[src/rtl/cache_req_arbiter.sv]
// Round-robin arbiter that shares one cache read port between two requesters.
// Sequences each access and stalls the response to model the miss penalty.
module cache_req_arbiter #(
  parameter int ADDR_WIDTH  = 11,
  parameter int DATA_WIDTH  = 11,
  parameter int L2_PENALTY  = 2,
  parameter int MEM_PENALTY = 8,
  parameter int CNT_WIDTH   = 16
) (
  input  logic                  clk,
  input  logic                  rst_n,
  input  logic                  req0_valid,
  input  logic [ADDR_WIDTH-1:0] req0_addr,
  output logic                  req0_ready,
  input  logic                  req1_valid,
  input  logic [ADDR_WIDTH-1:0] req1_addr,
  output logic                  req1_ready,
  output logic [ADDR_WIDTH-1:0] cache_addr,
  output logic                  cache_read,
  input  logic [DATA_WIDTH-1:0] cache_read_data,
  input  logic                  cache_l1_hit,
  input  logic                  cache_l2_hit,
  output logic                  resp_valid,
  output logic                  resp_id,
  output logic [DATA_WIDTH-1:0] resp_data,
  output logic                  resp_l1_hit,
  output logic                  resp_l2_hit,
  output logic                  busy,
  output logic [CNT_WIDTH-1:0]  l1_hit_cnt,
  output logic [CNT_WIDTH-1:0]  l2_hit_cnt,
  output logic [CNT_WIDTH-1:0]  miss_cnt
);

  typedef enum logic [2:0] {
    IDLE,
    ISSUE,
    CAPTURE,
    STALL,
    RESP
  } state_e;

  localparam logic [7:0] L2P  = 8'(L2_PENALTY);
  localparam logic [7:0] MEMP = 8'(MEM_PENALTY);
  localparam logic [CNT_WIDTH-1:0] CNT_ONE = 1;

  state_e                state_q, state_d;
  logic                  rr_last_q, rr_last_d;
  logic                  id_q, id_d;
  logic [ADDR_WIDTH-1:0] addr_q, addr_d;
  logic [DATA_WIDTH-1:0] cap_data_q, cap_data_d;
  logic                  cap_l1_q, cap_l1_d;
  logic                  cap_l2_q, cap_l2_d;
  logic [7:0]            stall_q, stall_d;
  logic                  rid_q, rid_d;
  logic [DATA_WIDTH-1:0] rdata_q, rdata_d;
  logic                  rl1_q, rl1_d;
  logic                  rl2_q, rl2_d;
  logic [CNT_WIDTH-1:0]  l1c_q, l1c_d;
  logic [CNT_WIDTH-1:0]  l2c_q, l2c_d;
  logic [CNT_WIDTH-1:0]  mc_q, mc_d;
  logic                  gnt0, gnt1;
  logic [7:0]            pen;

  // When both request, the one not served last wins.
  assign gnt0 = (state_q == IDLE) && req0_valid &&
                (!req1_valid || rr_last_q);
  assign gnt1 = (state_q == IDLE) && req1_valid &&
                (!req0_valid || !rr_last_q);

  assign req0_ready  = gnt0;
  assign req1_ready  = gnt1;
  assign cache_addr  = addr_q;
  assign cache_read  = (state_q == ISSUE);
  assign resp_valid  = (state_q == RESP);
  assign busy        = (state_q != IDLE);
  assign resp_id     = rid_q;
  assign resp_data   = rdata_q;
  assign resp_l1_hit = rl1_q;
  assign resp_l2_hit = rl2_q;
  assign l1_hit_cnt  = l1c_q;
  assign l2_hit_cnt  = l2c_q;
  assign miss_cnt    = mc_q;

  always_comb begin
    state_d    = state_q;
    rr_last_d  = rr_last_q;
    id_d       = id_q;
    addr_d     = addr_q;
    cap_data_d = cap_data_q;
    cap_l1_d   = cap_l1_q;
    cap_l2_d   = cap_l2_q;
    stall_d    = stall_q;
    rid_d      = rid_q;
    rdata_d    = rdata_q;
    rl1_d      = rl1_q;
    rl2_d      = rl2_q;
    l1c_d      = l1c_q;
    l2c_d      = l2c_q;
    mc_d       = mc_q;
    pen        = 8'd0;
    unique case (state_q)
      IDLE: begin
        if (gnt0 || gnt1) begin
          addr_d    = gnt1 ? req1_addr : req0_addr;
          id_d      = gnt1;
          rr_last_d = gnt1;
          state_d   = ISSUE;
        end
      end
      ISSUE: state_d = CAPTURE;
      CAPTURE: begin
        cap_data_d = cache_read_data;
        cap_l1_d   = cache_l1_hit;
        cap_l2_d   = cache_l2_hit;
        if (cache_l1_hit) begin
          pen   = 8'd0;
          l1c_d = (l1c_q == '1) ? l1c_q : l1c_q + CNT_ONE;
        end else if (cache_l2_hit) begin
          pen   = L2P;
          l2c_d = (l2c_q == '1) ? l2c_q : l2c_q + CNT_ONE;
        end else begin
          pen   = MEMP;
          mc_d  = (mc_q == '1) ? mc_q : mc_q + CNT_ONE;
        end
        stall_d = pen;
        if (pen != 8'd0) begin
          state_d = STALL;
        end else begin
          state_d = RESP;
          rid_d   = id_q;
          rdata_d = cache_read_data;
          rl1_d   = cache_l1_hit;
          rl2_d   = cache_l2_hit;
        end
      end
      STALL: begin
        stall_d = stall_q - 8'd1;
        if (stall_q == 8'd1) begin
          state_d = RESP;
          rid_d   = id_q;
          rdata_d = cap_data_q;
          rl1_d   = cap_l1_q;
          rl2_d   = cap_l2_q;
        end
      end
      RESP: state_d = IDLE;
      default: state_d = IDLE;
    endcase
  end

  always_ff @(posedge clk) begin
    if (!rst_n) begin
      state_q    <= IDLE;
      rr_last_q  <= 1'b1;
      id_q       <= 1'b0;
      addr_q     <= '0;
      cap_data_q <= '0;
      cap_l1_q   <= 1'b0;
      cap_l2_q   <= 1'b0;
      stall_q    <= 8'd0;
      rid_q      <= 1'b0;
      rdata_q    <= '0;
      rl1_q      <= 1'b0;
      rl2_q      <= 1'b0;
      l1c_q      <= '0;
      l2c_q      <= '0;
      mc_q       <= '0;
    end else begin
      state_q    <= state_d;
      rr_last_q  <= rr_last_d;
      id_q       <= id_d;
      addr_q     <= addr_d;
      cap_data_q <= cap_data_d;
      cap_l1_q   <= cap_l1_d;
      cap_l2_q   <= cap_l2_d;
      stall_q    <= stall_d;
      rid_q      <= rid_d;
      rdata_q    <= rdata_d;
      rl1_q      <= rl1_d;
      rl2_q      <= rl2_d;
      l1c_q      <= l1c_d;
      l2c_q      <= l2c_d;
      mc_q       <= mc_d;
    end
  end

endmodule

[config.mk]
export PLATFORM = sky130hd
export DESIGN_NAME = cache_req_arbiter
export DESIGN_NICKNAME = d
export VERILOG_FILES = /design/src/rtl/cache_req_arbiter.sv
export SDC_FILE = /design/constraint.sdc
export NUM_CORES = 1
export LEC_CHECK = 0
export CORE_MARGIN = 4
export CORE_UTILIZATION = 42
export CTS_CLUSTER_DIAMETER = 120
export DETAILED_ROUTE_END_ITERATION = 10
export PLACE_DENSITY = 0.69
export SLEW_MARGIN = 20
export SYNTH_ARGS = -nofsm -noshare
export SYNTH_HDL_FRONTEND = slang
export SYNTH_SLANG_ARGS = --single-unit
[constraint.sdc]
create_clock -name clk -period 4.23 [get_ports clk]
set_input_delay 0.846 -clock clk [delete_from_list [all_inputs] [get_ports clk]]
set_output_delay 0.846 -clock clk [all_outputs]
set_load 0.1 [all_outputs]
==> results_tabular.tex <==
\begin{tabular}{lr}
\hline
Metric & Value \\
\hline
\multicolumn{2}{l}{\textbf{Run status}} \\
\quad Run status & complete, no violations \\
\multicolumn{2}{l}{\textbf{Job}} \\
\quad Max cap viols & 0 \\
\multicolumn{2}{l}{\textbf{Finish}} \\
\quad Filler cells & 1037 \\
\quad Layout cell share with drive strength beyond 1 & 5.91\% \\
\quad Final Cell Area & 6400 um\^{}2 \\
\quad Number of nets in the final layout & 716 \\
\quad Growth of design area from synthesis to finish & 30.8\% \\
\quad Number of antenna cells inserted & 0 \\
\multicolumn{2}{l}{\textbf{Critical path}} \\
\quad Critical path start-end classification & reg2out \\
\quad Endpoint required time on the critical path & 3.38 ns \\
\quad Sort of element at the end of the critical path & output port \\
\quad Top fanout value on the critical path & 11 \\
\quad Family with the most delay on the worst path & buffers and inverters \\
\quad Delay contributed by the slowest stage of the critical path & 1.17 ns \\
\quad Chain of cells forming the critical path & nor3b\_1, clkdlybuf4s50\_1 \\
\quad Slowest CP cell & clkdlybuf4s50\_1 \\
\quad Worst path buffer plus inverter count & 1 \\
\quad Data arrival time of the worst path & 2.30 ns \\
\quad Crit start category & flop \\
\multicolumn{2}{l}{\textbf{Clock tree}} \\
\quad Maximum level of the CTS H-tree & 3 \\
\quad Number of buffers added by the clock tree synthesis step & 9 \\
\quad Clock slew seen by the registers of the worst setup and hold paths & 0.06 ns \\
\quad Root Driver & clkbuf\_16 \\
\quad Hold buffer count at CTS & 0 \\
\quad Gates resized, CTS repair & 0 \\
\quad Number of buffers inserted by post-CTS setup repair & 0 \\
\quad Worst-Skew Late Latency & 0.34 ns \\
\quad Maximum count of clock buffers along a single path & 2 \\
\quad CTS tree & done \\
\quad Clock sink count & 99 \\
\multicolumn{2}{l}{\textbf{Placement}} \\
\quad Final weighted congestion of routability-driven global placement & 0.776 \\
\quad Detailed placement HPWL & 8900 um \\
\quad Worst-case setup slack after placement & 1.27 ns \\
\quad Port-buffer cells & 116 \\
\quad Placed Instance Area & 6130 um\^{}2 \\
\multicolumn{2}{l}{\textbf{Logic synthesis}} \\
\quad Cell count after synthesis & 572 \\
\quad Dominant combinational cell family by area after synthesis & simple AND/OR/NAND/NOR gates \\
\quad Xor and xnor area share after synthesis & 0\% \\
\quad Most used flip-flop cell after synthesis & dfxtp\_1 \\
\quad Sequential share of the synthesized area & 40.5\% \\
\quad Count of distinct cell types in the synthesized netlist & 55 \\
\quad Compound-gate portion of the synthesized area & 18.9\% \\
\quad Cell area after technology mapping & 4900 um\^{}2 \\
\quad Number of register bits inferred by synthesis & 99 \\
\quad Fraction of registers with async set/reset & 0\% \\
\quad Post-synth EDFFs & 0 \\
\quad Synth Area in Simple Gates & 25.5\% \\
\quad Adder-cell share of the synthesized area & 1.28\% \\
\quad Syn Area/Cell & 8.56 um\^{}2 \\
\quad Post-Synthesis Net Count & 616 \\
\quad Number of warnings issued by yosys & 0 \\
\quad Mux cell area share after synthesis & 9.66\% \\
\multicolumn{2}{l}{\textbf{Drt}} \\
\quad Overall routed net length & 12700 um \\
\quad Vias after detailed routing & 4676 \\
\quad Number of design rule violations left after detail routing & 0 \\
\quad First-pass DRT Iterations & 5 \\
\quad Detail-routed via count per cell & 5.70 \\
\quad Iteration-0 DRC count of the detailed router & 388 \\
\quad Antenna Violating Nets Remaining & 0 \\
\quad Wire length per cell after detailed routing & 15.4 um \\
\multicolumn{2}{l}{\textbf{Floorplanning}} \\
\quad Total Die Area & 13400 um\^{}2 \\
\quad Vertical extent of the die & 116 um \\
\quad Horizontal die dimension & 116 um \\
\quad Number of core rows & 39 \\
\quad Core outline area & 11400 um\^{}2 \\
\quad Total I/O pin count & 117 \\
\quad Starting density of the core & 42.9\% \\
\multicolumn{2}{l}{\textbf{GRT}} \\
\quad Number of global-route vias before repair & 4237 \\
\quad Overall global routing resource usage & 18.7\% \\
\quad First-pass GRT wire length & 20500 um \\
\quad Number of antenna violations at the first check in global routing & 0 \\
\quad Largest net degree at the start of global routing & 57 \\
\quad Grt ovf & 0 \\
\multicolumn{2}{l}{\textbf{STA}} \\
\quad Final min period & 3.14 ns \\
\quad Final TNS setup & 0 ns \\
\quad Slew at the pin closest to its max-slew limit & 1.01 ns \\
\quad Max-slew violation total from the final report & 0 \\
\quad RSZ-0062 raised after global routing & false \\
\quad Final setup fails & 0 \\
\quad Final critical-path setup slack & 1.09 ns \\
\quad Period utilisation layout & 74.3\% \\
\quad Total count of hold-check failures in the final report & 0 \\
\quad Setup clock skew after layout & 0.00661 ns \\
\quad Normalized max-slew margin & 32.3\% \\
\quad Maximum clock frequency & 318 MHz \\
\multicolumn{2}{l}{\textbf{Pwr}} \\
\quad Static Leakage & 2.38 nW \\
\quad PwrDens & 493 nW/um\^{}2 \\
\quad Worst ir drop on vdd & 0.495 mV \\
\quad Total Power & 3.16 mW \\
\multicolumn{2}{l}{\textbf{Min path}} \\
\quad Hold Crit Class & reg2reg \\
\hline
\end{tabular}
## registers in the layout, summed over array words and instances, names as in the netlist, 3 cells and up
| name | count |
|---|---|
| state_q | 3 |
| resp_data | 11 |
| cache_addr | 11 |
| l1_hit_cnt | 16 |
| l2_hit_cnt | 16 |
| cap_data_q | 11 |
| stall_q | 8 |
| miss_cnt | 16 |
## layer usage
layer  vias to the layer above  GRT usage [%]  part of all wire (%)
li1                       2322              -                     -
met3                        12           6.95                   7.6
met2                       144           30.3                    46
met5                         -              0                     0
met1                      2198           24.0                    46
met4                         0           3.79                  0.81
## layout by cell type (no fill, tap or decap), types with 3 or more instances in the layout
cell	n
nand2b_1	20
or4_1	12
o211a_1	12
clkdlybuf4s50_1	111
ha_1	5
a211oi_1	8
nand2_1	76
clkbuf_1	3
nor3b_1	7
nand4_1	12
o41ai_1	4
and2_1	4
inv_1	13
o31ai_1	13
and4_1	4
o21ai_0	28
dfxtp_1	99
and3_1	7
a31oi_1	4
buf_4	12
mux2i_1	45
nor3_1	10
o311ai_0	5
nor2b_1	6
clkbuf_16	9
or3_1	5
a21oi_1	55
nor2_1	11
nand3_1	33
nor4_1	8
## cell usage after synthesis, types with 2 or more instances
cell	instances	area (um^2)
dfxtp_1	99	1980
nand2_1	76	285
a21oi_1	55	275
mux2i_1	45	450
nand3_1	33	165
o21ai_0	28	140
clkbuf_1	25	93.8
nand2b_1	20	125
inv_1	13	48.8
o31ai_1	13	97.6
nand4_1	12	75.1
o211a_1	12	120
or4_1	12	90.1
nor2_1	11	41.3
nor3_1	10	50.1
a211oi_1	8	60.1
nor4_1	8	50.1
and3_1	7	43.8
buf_2	7	35.0
nor3b_1	7	52.6
nor2b_1	6	37.5
ha_1	5	62.6
o311ai_0	5	43.8
or3_1	5	31.3
a31oi_1	4	25.0
and2_1	4	25.0
and4_1	4	35.0
o41ai_1	4	35.0
a2111oi_0	2	17.5
a311oi_1	2	17.5
mux2_2	2	22.5
o21a_1	2	15.0
o311a_1	2	20.0
o31a_1	2	17.5
or3b_2	2	17.5
## area by class of cell
type,count,area (um^2),area share (%)
Clock buffer,14,264,4.12
Multi-Input combinational cell,424,2710,42.3
Clock inverter,2,10.0,0.156
Tap cell,143,179,2.79
Timing Repair Buffer,124,1210,18.8
Inverter,14,52.6,0.821
Sequential cell,99,1980,30.9
## tightest hold or removal path, stage by stage (launching register included)
cell and delay [ns]:
dfxtp_1 0.31, nand2_1 0.05, a21oi_1 0.05
## path summary, 6_finish.rpt
check / start / endpoint / slack, ns / cells past startpoint
max: state_q[2] / resp_valid / 1.09 / 2
min: cap_data_q[1] / cap_data_q[1] / 0.46 / 2
max reg2reg: stall_q[1] / resp_id / 1.86 / 6
min reg2reg: cap_data_q[1] / cap_data_q[1] / 0.46 / 2
## where the power goes
part / switching, mW / total (mW) / internal [mW] / leakage, nW
combinational: 0.943 / 1.28 / 0.333 / 1.44
sequential: 0.0746 / 1.11 / 1.04 / 0.802
clock: 0.342 / 0.772 / 0.430 / 0.137
## cells by family (layout without fill, tap and decap cells)
kind of cell | Yosys count | after routing
and+or+nand+nor | 228 | 228
AOI/OAI and AO/OA | 144 | 144
adders and majority gates | 5 | 5
DFF | 99 | 99
buffers and inverters | 49 | 154
muxes | 47 | 47
## through the flow
step                      cells  hold slack, ns  util (%)
after floorplan             572           0.435         -
after detailed placement    804           0.451      53.7
after global routing        820           0.473      56.1
after CTS                   820           0.461      56.1
after global placement      804           0.441      53.7
final                       820           0.459      56.1
(Power assumes the default switching activity.)
==> variant 1: new RTL, same flow settings <==
The 5 states of `state_e` get a one-hot encoding in 5 bits.
--- a/src/rtl/cache_req_arbiter.sv
+++ b/src/rtl/cache_req_arbiter.sv
@@ -31,12 +31,12 @@
   output logic [CNT_WIDTH-1:0]  miss_cnt
 );
 
-  typedef enum logic [2:0] {
-    IDLE,
-    ISSUE,
-    CAPTURE,
-    STALL,
-    RESP
+  typedef enum logic [4:0] {
+    IDLE    = 5'b00001,
+    ISSUE   = 5'b00010,
+    CAPTURE = 5'b00100,
+    STALL   = 5'b01000,
+    RESP    = 5'b10000
   } state_e;
 
   localparam logic [7:0] L2P  = 8'(L2_PENALTY);
Function: no difference found for any inputs over 10 cycles, from zero or initial values and one cycle with rst_n low; not proved beyond that.
==> variant 1 against the unedited design <==
Fmax shrank 11%; sequential cell count is 2 higher; non-clock buffer count up 4; cell area increased by 0.37%; wire length grew 6.1%; final cell count rose by 1.8%; global-route usage up 1.1 points; worst setup slack lost 0.40 ns; clock skew hardly changed; worst hold slack lost 0.0012 ns; synthesized area grew 0.13%.
Power is not compared: it rests on default switching activity, and its combinational part moved more than twofold at a synthesized area within 25%.
==> variant 1: results (changes against the unedited design) <==
stage,metric,value,unit,change
status,outcome,"finished, final reports clean",,
power_and_ir_drop,vdd_ir_drop_max,0.000223,V,
worst_setup_path,worst_path_largest_cell_delay,1.00,ns,-0.17 ns
clock_network,path_clk_slew,0.07,ns,
min_path,min-delay-start,cap_data_q[3],,
global_route,grt_max_degree,37,,-35%
worst_setup_path,crit_path_start,state_q[2],,
placement,numPortBuffers,116,,unchanged
clock_network,post_cts_buffers,0,,unchanged
yosys,netlist_top_cells_count,"101 x dfxtp_1, 88 x nand2_1, 53 x a21oi_1, 36 x clkbuf_1, 30 x a211oi_1",,
worst_setup_path,critical-path-top-delay-family,buffers and inverters,,
worst_setup_path,slowest_stage,clkdlybuf4s50_1,,
routing,dr.pass1.iters,5,,unchanged
clock_network,cts_root_buf,clkbuf_16,,
global_route,antenna_found_initial,0,,unchanged
clock_network,cts_buffers,9,,unchanged
global_route,grt_usage,19.8,%,+1.1 points
worst_setup_path,worst_ep_arrival_time,2.70,ns,+0.40 ns
cells_and_area,drive_above_1_share,5.78,%,-0.13 points
worst_setup_path,worstPathMaxFanout,11,,unchanged
routing,first_iter_violations,358,,-7.7%
yosys,syn_nets,635,,+3.1%
clock_network,clock_path_buffers,2,,unchanged
cells_and_area,fin_nets,732,,+2.2%
routing,viasPerCell,5.84,,+2.4%
global_route,grt_pass1_wl,21800,um,+6.2%
yosys,synth_cell_type_count,49,,-11%
yosys,ys_seq_area_share,41.2,%,+0.77 points
timing,clock_skew,0.00625,ns,-0.000362 ns
yosys,yosysWarningCount,0,,unchanged
routing,post_drt_wl_per_cell,16.1,um,+4.2%
power_and_ir_drop,p_int,1.50,mW,
placement,hpwlAfterDp,9390,um,+5.5%
yosys,synthArstFlopShare,0,%,unchanged
clock_network,clk_latency,0.34,ns,about the same
placement,gp_congestion,0.866,,+12%
clock_network,post_cts_resized,0,,unchanged
timing,max_slew.worst_pin.slew,1.07,ns,+0.0565 ns
yosys,synth.area.top_cells,"dfxtp_1 41%, nand2_1 6.7%, a21oi_1 5.4%",,
global_route,grt_pass1_vias,4522,,+6.7%
cells_and_area,fillers,1049,,+1.2%
min_path,min_path_type,register to register,,
yosys,synth-main-ff-cell,dfxtp_1,,
cells_and_area,antenna_cells,0,,unchanged
power_and_ir_drop,power.leakage,2.04,nW,
clock_network,h-tree-depth,3,,unchanged
variant 1: cell types whose count changed after synthesis, sizes merged, moves of 14 or more:
cell    before  now
a211oi       8   30
mux2i       45   24
nand3       34   17
nor2        11   27
o21ai       28   12
or4         12   26
variant 1: worst register-to-register path, cell delays in order (launching register included):
cell and delay, ns:
dfxtp_1 0.50, nor4b_1 0.72, nand4_1 0.55, or4_1 0.61, a21oi_1 0.15
variant 1: power by group through the flow:
stage | sequential (mW) | clock (mW) | combinational [mW]
2_1_floorplan | 1.14 | 0 | 0.148
3_3_place_gp | 1.01 | 0 | 0.388
3_5_place_dp | 1.02 | 0 | 0.392
4_1_cts | 0.994 | 0.780 | 0.393
5_1_grt | 0.997 | 0.820 | 0.413
6_report | 0.994 | 0.761 | 0.392
variant 1: kinds of logic (layout without fill, tap and decap cells):
group / after synthesis / in the layout / share of synthesized area (%)
simple gates: 254 / 254 / 27.3
compound gates: 149 / 149 / 20.3
flops: 101 / 101 / 41.2
buf+inv: 57 / 158 / 4.85
mux: 24 / 24 / 4.90
fa+ha+maj: 5 / 5 / 1.28
xor+xnor: 1 / 1 / 0.179
variant 1: worst paths after layout:
| kind | end | slack (ns) | depth (start not counted) |
|---|---|---|---|
| hold reg to reg | cap_data_q[3] | 0.46 | 2 |
| setup / recovery | busy | 0.69 | 4 |
| setup reg to reg | miss_cnt[9] | 1.64 | 4 |
| hold / removal | cap_data_q[3] | 0.46 | 2 |
variant 1: cell type report:
cell class / instances / area share, %
multi-input combinational: 433 / 41.4
clock buffer: 11 / 3.78
inverter: 15 / 0.876
tap: 143 / 2.78
sequential: 101 / 31.5
timing repair buffer: 128 / 19.3
clock inverter: 4 / 0.389
variant 1: layer usage:
metal  vias to the layer above  wire length [um]  GRT usage [%]
met3                        16               842           5.64
met5                         -                 0              0
met4                         0               196           5.41
met2                       148              6430           31.5
met1                      2302              5970           26.5
li1                       2408                 -              -
variant 1: stage by stage:
step	worst slack (ns)	cell area, um2	hold slack [ns]	utilization [%]	instances
after floorplan	0.264	4900	0.434	-	591
after global placement	0.734	6160	0.442	53.9	820
after detailed placement	0.663	6160	0.448	53.9	820
after CTS	0.695	6430	0.458	56.3	835
after global routing	0.578	6430	0.468	56.3	835
final	0.686	6430	0.458	56.3	835
==> variant 2: new RTL, same settings <==
Made on the original files. The parameter `DATA_WIDTH` goes from 11 to 13.
--- a/src/rtl/cache_req_arbiter.sv
+++ b/src/rtl/cache_req_arbiter.sv
@@ -2,7 +2,7 @@
 // Sequences each access and stalls the response to model the miss penalty.
 module cache_req_arbiter #(
   parameter int ADDR_WIDTH  = 11,
-  parameter int DATA_WIDTH  = 11,
+  parameter int DATA_WIDTH  = 13,
   parameter int L2_PENALTY  = 2,
   parameter int MEM_PENALTY = 8,
   parameter int CNT_WIDTH   = 16
Interface: changed (resized cache_read_data and resp_data); port bits go from 117 to 121. No check against the original RTL was run, so the function may have changed too.
==> variant 2 against the unedited design <==
Worst hold slack improved by 0.00078 ns; sequential cell count is 4 higher; utilization up 0.60 points; wire length fell by 2.9%; worst setup slack lost 0.15 ns; synthesized area shrank 5.4%; cell area decreased by 4.5%; largest cell class unchanged.
Power is not compared: it rests on default switching activity, and its combinational part moved more than twofold at a synthesized area within 25%.
==> variant 2: results (changes against the unedited design) <==
stage,metric,value,unit,change
routing,post_drt_wl_per_cell,15.2,um,-1.5%
global_route,met2_usage,32.0,%,+1.6 points
placement,numPortBuffers,120,,+3.4%
global_route,grt_pass1_wl,20500,um,about the same
routing,wirelength,12300,um,-2.9%
routing,first_iter_violations,222,,-43%
placement,post-place-cells,793,,-1.4%
placement,hpwlAfterDp,8710,um,-2.1%
routing,route.met2.wl,6000,um,+3.2%
placement,gp_congestion,0.857,,+10%
yosys,synth_cell_type_count,52,,-5.5%
cells_and_area,fin_nets,710,,-0.84%
global_route,grt_use_met1,24.8,%,+0.78 points
cells_and_area,drive_above_1_share,5.54,%,-0.37 points
global_route,met3_usage,5.67,%,-1.3 points
timing,clock_skew,0.0136,ns,+0.00698 ns
routing,drt-met1-wl,5540,um,-4.2%
clock_network,cts_root_buf,clkbuf_8,,
clock_network,path_clk_slew,0.09,ns,+0.03 ns
timing,finalCriticalPeriod,3.29,ns,+0.151 ns
worst_setup_path,worst_ep_arrival_time,2.45,ns,+0.15 ns
global_route,grt_pass1_vias,4293,,+1.3%
global_route,grt_usage,19.3,%,+0.59 points
worst_setup_path,worstPathMaxFanout,18,,+7
yosys,ys_seq_area_share,44.5,%,+4.0 points
global_route,grt_max_degree,41,,-28%
worst_setup_path,r2r_setup_slack,2.04,ns,+0.18 ns
yosys,syn_nets,601,,-2.4%
yosys,post_synth.cell_area_avg,8.35,um2,-2.5%
status,outcome,"finished, final reports clean",,
==> variant 2: cell families (layout without fill, tap and decap cells) <==
family / count (synthesis) / in the layout / share of synthesized area, %
fa+ha+maj: 5 / 5 / 1.35
mux: 17 / 17 / 3.70
flops: 103 / 103 / 44.5
simple gates: 258 / 258 / 27.4
buf+inv: 45 / 158 / 3.70
xor+xnor: 24 / 24 / 4.54
compound gates: 103 / 103 / 14.8
==> variant 2: layout make-up <==
cell class / count / area (um2)
fillers: 973 / 4680
multi-input cells: 407 / 2400
flip-flops and latches: 103 / 2060
repair buffers: 128 / 1250
well taps: 140 / 175
clock buffers: 10 / 138
inverters: 15 / 56.3
clock inverters: 5 / 33.8
==> variant 2: worst paths after layout <==
path	to	depth (start not counted)	from
setup / recovery	busy	3	state_q[0]
hold / removal	cap_l2_q	2	cap_l2_q
setup reg to reg	resp_id	6	stall_q[2]
hold reg to reg	cap_l2_q	2	cap_l2_q
